[src/rtl/sprot_xfer_arb.sv]
// Round-robin arbiter sharing one sprot engine: grants a requester, drives start |=> a ##1 b,
// waits for xfer_end and returns done/err. Optional WAIT timeout via `SPROT_ARB_TIMEOUT_EN.
module sprot_xfer_arb #(
  parameter int NUM_REQ   = 4,
  parameter int TO_CYCLES = 8
) (
  input  logic               clk_i,
  input  logic               rst_i,
  input  logic [NUM_REQ-1:0] req_i,
  input  logic [NUM_REQ-1:0] req_a_i,
  input  logic [NUM_REQ-1:0] req_b_i,
  output logic [NUM_REQ-1:0] gnt_o,
  output logic [NUM_REQ-1:0] done_o,
  output logic               err_o,
  output logic               timeout_o,
  output logic               busy_o,
  output logic               sp_start_o,
  output logic               sp_a_o,
  output logic               sp_b_o,
  input  logic               sp_prot_err_i,
  input  logic               sp_xfer_end_i,
  output logic [2:0]         state_o
);

  localparam int PW = (NUM_REQ > 1) ? $clog2(NUM_REQ) : 1;
  localparam logic [NUM_REQ-1:0] ONE = NUM_REQ'(1);

  typedef enum logic [2:0] {
    IDLE  = 3'd0,
    START = 3'd1,
    A_PH  = 3'd2,
    B_PH  = 3'd3,
    WAIT  = 3'd4,
    RESP  = 3'd5
  } state_t;

  state_t             state_q, state_d;
  logic [PW-1:0]      ptr_q, ptr_d;
  logic [PW-1:0]      g_q, g_d;
  logic [NUM_REQ-1:0] gnt_q, gnt_d;
  logic [NUM_REQ-1:0] done_q, done_d;
  logic               a_q, a_d, b_q, b_d;
  logic               err_q, err_d;
  logic               busy_q, busy_d;
  logic               sp_start_q, sp_start_d;
  logic               sp_a_q, sp_a_d;
  logic               sp_b_q, sp_b_d;

  logic               win_found;
  logic [PW-1:0]      win_idx;
  logic [PW-1:0]      cand_idx;
  int                 cand;

`ifdef SPROT_ARB_TIMEOUT_EN
  localparam int TW = $clog2(TO_CYCLES);
  logic [TW-1:0] timer_q, timer_d;
  logic          timeout_q, timeout_d;
`endif

  // First asserted request at or above ptr, wrapping modulo NUM_REQ.
  always_comb begin
    win_found = 1'b0;
    win_idx   = '0;
    cand      = 0;
    cand_idx  = '0;
    for (int i = 0; i < NUM_REQ; i++) begin
      cand     = (int'(ptr_q) + i) % NUM_REQ;
      cand_idx = PW'(cand);
      if (!win_found && req_i[cand_idx]) begin
        win_found = 1'b1;
        win_idx   = cand_idx;
      end
    end
  end

  always_comb begin
    state_d    = state_q;
    ptr_d      = ptr_q;
    g_d        = g_q;
    gnt_d      = gnt_q;
    done_d     = done_q;
    a_d        = a_q;
    b_d        = b_q;
    err_d      = err_q;
    sp_start_d = sp_start_q;
    sp_a_d     = sp_a_q;
    sp_b_d     = sp_b_q;
`ifdef SPROT_ARB_TIMEOUT_EN
    timer_d    = timer_q;
    timeout_d  = timeout_q;
`endif
    case (state_q)
      IDLE: begin
        if (win_found) begin
          g_d        = win_idx;
          gnt_d      = ONE << win_idx;
          a_d        = req_a_i[win_idx];
          b_d        = req_b_i[win_idx];
          sp_start_d = 1'b1;
          state_d    = START;
        end
      end
      START: begin
        sp_start_d = 1'b0;
        sp_a_d     = a_q;
        state_d    = A_PH;
      end
      A_PH: begin
        sp_a_d  = 1'b0;
        sp_b_d  = b_q;
        state_d = B_PH;
      end
      B_PH: begin
        sp_b_d  = 1'b0;
`ifdef SPROT_ARB_TIMEOUT_EN
        timer_d = '0;
`endif
        state_d = WAIT;
      end
      WAIT: begin
        // xfer_end takes priority over a simultaneous timer expiry.
        if (sp_xfer_end_i) begin
          done_d  = gnt_q;
          err_d   = sp_prot_err_i;
`ifdef SPROT_ARB_TIMEOUT_EN
          timeout_d = 1'b0;
`endif
          state_d = RESP;
        end
`ifdef SPROT_ARB_TIMEOUT_EN
        else if (timer_q == TW'(TO_CYCLES - 1)) begin
          done_d    = gnt_q;
          err_d     = 1'b1;
          timeout_d = 1'b1;
          state_d   = RESP;
        end else begin
          timer_d = timer_q + 1'b1;
        end
`endif
      end
      RESP: begin
        gnt_d   = '0;
        done_d  = '0;
        err_d   = 1'b0;
`ifdef SPROT_ARB_TIMEOUT_EN
        timeout_d = 1'b0;
`endif
        ptr_d   = (g_q == PW'(NUM_REQ - 1)) ? '0 : g_q + 1'b1;
        state_d = IDLE;
      end
      default: state_d = IDLE;
    endcase
    busy_d = (state_d != IDLE);
  end

  always_ff @(posedge clk_i or posedge rst_i) begin
    if (rst_i) begin
      state_q    <= IDLE;
      ptr_q      <= '0;
      g_q        <= '0;
      gnt_q      <= '0;
      done_q     <= '0;
      a_q        <= 1'b0;
      b_q        <= 1'b0;
      err_q      <= 1'b0;
      busy_q     <= 1'b0;
      sp_start_q <= 1'b0;
      sp_a_q     <= 1'b0;
      sp_b_q     <= 1'b0;
`ifdef SPROT_ARB_TIMEOUT_EN
      timer_q    <= '0;
      timeout_q  <= 1'b0;
`endif
    end else begin
      state_q    <= state_d;
      ptr_q      <= ptr_d;
      g_q        <= g_d;
      gnt_q      <= gnt_d;
      done_q     <= done_d;
      a_q        <= a_d;
      b_q        <= b_d;
      err_q      <= err_d;
      busy_q     <= busy_d;
      sp_start_q <= sp_start_d;
      sp_a_q     <= sp_a_d;
      sp_b_q     <= sp_b_d;
`ifdef SPROT_ARB_TIMEOUT_EN
      timer_q    <= timer_d;
      timeout_q  <= timeout_d;
`endif
    end
  end

  assign gnt_o      = gnt_q;
  assign done_o     = done_q;
  assign err_o      = err_q;
  assign busy_o     = busy_q;
  assign sp_start_o = sp_start_q;
  assign sp_a_o     = sp_a_q;
  assign sp_b_o     = sp_b_q;
  assign state_o    = state_q;
`ifdef SPROT_ARB_TIMEOUT_EN
  assign timeout_o  = timeout_q;
`else
  assign timeout_o  = 1'b0;
`endif

endmodule
[config.mk]
export PLATFORM = sky130hd
export DESIGN_NAME = sprot_xfer_arb
export DESIGN_NICKNAME = d
export VERILOG_FILES = /design/src/rtl/sprot_xfer_arb.sv
export SDC_FILE = /design/constraint.sdc
export NUM_CORES = 1
export LEC_CHECK = 0
export BUFFER_PORTS_ARGS = -buffer_cell sky130_fd_sc_hd__buf_4
export CORE_MARGIN = 2
export CORE_UTILIZATION = 30
export CTS_BUF_LIST = sky130_fd_sc_hd__clkbuf_8
export CTS_CLUSTER_SIZE = 24
export DETAILED_ROUTE_END_ITERATION = 12
export GPL_ROUTABILITY_DRIVEN = 0
export GPL_TIMING_DRIVEN = 0
export PLACE_DENSITY = 0.61
export SETUP_SLACK_MARGIN = 0.5
export SLEW_MARGIN = 20
export SYNTH_ARGS = -nofsm -noshare
export SYNTH_HDL_FRONTEND = slang
export SYNTH_SLANG_ARGS = --single-unit
export TNS_END_PERCENT = 10
[constraint.sdc]
create_clock -name clk_i -period 1.7 [get_ports clk_i]
set_input_delay 0.17 -clock clk_i [delete_from_list [all_inputs] [get_ports clk_i]]
set_output_delay 0.17 -clock clk_i [all_outputs]
set_load 0.05 [all_outputs]
==> metrics.md <==
| Metric | Value |
|---|---|
| DR iter-0 viols | 17 |
| Synth Area in XOR/XNOR | less than 1% |
| Register Area | 555.5 µm² |
| M1 WL | 1285 µm |
| Status | finished, final reports clean |
| CTS tree | done |
| Max-Cap Viols | 0 |
| Multiplexer share of the synthesized area | between 4 and 5% |
| Normalized max-slew margin | ~46% |
| Syn_nets | 137 |
| Total negative slack | 0 ps |
| HP Class | input port to async pin |
| Post-synthesis cell type count | 37 |
| Crit-path slowest cell | dfrtp_2 |
| Post-synthesis instance total | 120 |
| Clk_lat worst skew | between 200 and 300 ps |
| Area Growth Syn to Fin | 48.26% |
| Clock transition at the registers of the reported paths | 80 ps |
| Complex-gate fraction of the synthesized area | ~21% |
| Drt wl/cell | 13.23 µm |
| Crit path cell chain | buf_8 > nor2_4 > nand3_2 > buf_6 > buf_4 > a21o_2 |
| Synth warn | 0 |
| Worst Path Max Fanout | 7 |
| Place WS | 135.6 ps |
| Synthesized area | 0.001151 mm² |
| Final nets | 185 |
| Simple-gate area share of the yosys netlist | 21.09% |
| Startpoint types | flip-flop |
| # diodes | 0 |
| Power Density | 2058 mW/mm² |
| Gr usage total | between 10% and 20% |
| Largest net degree at the start of global routing | 23 |
| Fin worst setup slack | 303.8 ps |
| Most frequent cells in the layout | buf_4 (44), dfrtp_1 (18), nor2_1 (12) |
| WS Path Type | flip-flop to flip-flop |
| Crit path DAT | 1550 ps |
| Die H | 65.95 µm |
| Finish-stage setup viols | 0 |
| Clock sinks | 22 |
| Critical Path Sink Type | flip-flop |
| Uppermost routed layer | met4 |
| Final HPWL from detailed placement | 2011 µm |
| Hold Vio Cnt, Final | 0 |
| Crit path time final | 1396 ps |
| Post-Synth Adder-Cell Area | 1.087% |
| Multi-input combinational cell area | 640.6 µm² |
| Clk_skew | 5.721 ps |
| Routed met3 length | 170 µm |
| Number of synthesized register bits | 22 |
| Synth Area per Inst | 9.593 µm² |
| Drt drc | 0 |
| Critical path's largest stage delay | 430 ps |
| Die W | 65.95 µm |
| TritonRoute pass-1 iters | 4 |
| Initial antenna violation count | 0 |
| Fmax | 716.2 MHz |
| Met2 Wirelength | around 1400 µm |
| Vias/cell | between 4 and 5 |
| Global-route wire length before repair | 4581 µm |
| Fill count | 362 |
| Lkg Pwr | 0.7938 nW |
| Total grt overflow | 0 |
| R2R depth | 6 |
| Max-slew violations | 0 |
| Via count | about 1,100 |
| Starting Density | 31.21% |
| Hold Buf Count CTS | 0 |
| Post-route ant nets | 0 |
| H-tree depth | 1 |
| Data required time of the worst path | 1860 ps |
| Die Area | around 0.0043 mm² |
| Routed wire length | 2845 µm |
| Number of global-route vias before repair | 1,032 |
| I/O Buffers | 31 |
| CTS Buffer Depth | 2 |
| Worst slew pin tran | approximately 800 ps |
| Cts bufs inserted | 3 |
| Sequential share of the synthesized area | between 40% and 50% |
| Root buf cell | clkbuf_8 |
| Final worst-path cycle share | 82.13% |
| Share of cells above drive strength 1 | 46.71% |
| Io pins | 33 |
| VDD IR-drop max | 0.5320 mV |
| RSZ-0062 raised after global routing | yes |
| Largest family of logic cells by synthesized area | simple AND/OR/NAND/NOR gates |
| Cell Rows | 22 |
| CORE AREA | approximately 0.0037 mm² |
| Most common cell after layout, fill and taps aside | buf_4 |
## timing repair
| action | CTS | global route |
|---|---|---|
| setup buffers | 9 | 3 |
| endpoints found under the setup margin | 15 | 19 |
| gates resized for setup | 16 | 2 |
| pin swaps | 10 | 4 |
## metal layers
| layer | global-route usage [%] | vias up |
|---|---|---|
| met2 | 23.74 | 34 |
| met5 | 0 | - |
| met1 | 16.22 | 509 |
| met3 | 3.918 | 2 |
| met4 | 3.061 | 0 |
| li1 | - | 518 |
## registers in the layout (all words and copies together) (netlist names)
name and cells:
a_q 1, b_q 1, busy_o 1, done_o 4, err_o 1, g_q 2
gnt_o 4, ptr_q 2, sp_a_o 1, sp_b_o 1, sp_start_o 1, state_o 3
## kinds of logic after synthesis
group | after synthesis
DFF | 22
xor gates and xnor gates | 1
muxes | 5
and+or+nand+nor | 48
AOI/OAI and AO/OA | 35
other | 1
adders and majority gates | 1
buffers and inverters | 7
## cell type report
cell class | instances | share of cell area, %
Sequential cell | 22 | 32.55
Multi-Input combinational cell | 91 | 37.54
Tap cell | 48 | 3.519
Buffer | 5 | 2.859
Clock inverter | 1 | 1.760
Inverter | 2 | 0.4399
Clock buffer | 3 | 2.419
Timing Repair Buffer | 43 | 18.91
## cells in the mapped netlist, drive strengths merged
cell type | number | area [µm²]
nand3 | 4 | 20.02
mux2i | 3 | 30.03
and2 | 1 | 6.260
clkbuf | 2 | 8.750
nor2 | 15 | 56.30
o211a | 1 | 10.01
o31ai | 2 | 15.01
o21a | 1 | 7.510
or2b | 1 | 8.760
a22oi | 3 | 22.52
or2 | 1 | 6.260
a32o | 2 | 20.02
ha | 1 | 12.51
a21o | 2 | 17.52
nand4 | 2 | 12.51
conb | 1 | 3.750
or4 | 1 | 11.26
inv | 2 | 7.510
mux2 | 2 | 22.52
xnor2 | 1 | 8.760
dfrtp | 22 | 550.5
a21oi | 7 | 35.03
buf | 3 | 26.27
a31o | 1 | 8.760
a31oi | 1 | 6.260
nor2b | 7 | 43.79
nor3b | 1 | 7.510
nand2b | 2 | 12.51
and3 | 1 | 11.26
o21ai | 10 | 53.80
nand2 | 11 | 41.29
a211o | 3 | 26.28
o211ai | 2 | 15.01
nor3 | 1 | 5.000
## where the power goes
| group | internal [mW] | switching (mW) |
|---|---|---|
| sequential | 0.763 | 0.185 |
| clock | 0.314 | 0.171 |
| combinational | 0.857 | 1.22 |
## final timing paths
path                          startpoint       end  slack (ps)
max                           state_o[2]    g_q[1]         300
min                                rst_i    sp_b_o          60
max reg2reg                   state_o[2]    g_q[1]         300
min reg2reg                          a_q       a_q         500
max in group asynchronous          rst_i  ptr_q[0]        1090
min in group clk_i         sp_prot_err_i     err_o         170
## through the flow
stage	instances	total power, mW	cell area (µm²)	util, %	hold slack [ps]
finish	215	3.512	1707	46.27	57.53
global route	215	3.719	1707	46.27	135.1
CTS	212	3.469	1682	45.59	92.59
detailed placement	199	2.752	1475	39.99	384.7
global placement	199	2.708	1475	39.99	377.5
floorplan	120	2.258	1182	-	159.1
## worst max-delay path: cells and delay by family (launching register included)
family	cells	cell delay, ps
DFF	1	430
and+or+nand+nor	2	240
AOI/OAI and AO/OA	1	200
buffers and inverters	3	420
(Power assumes the default switching activity.)
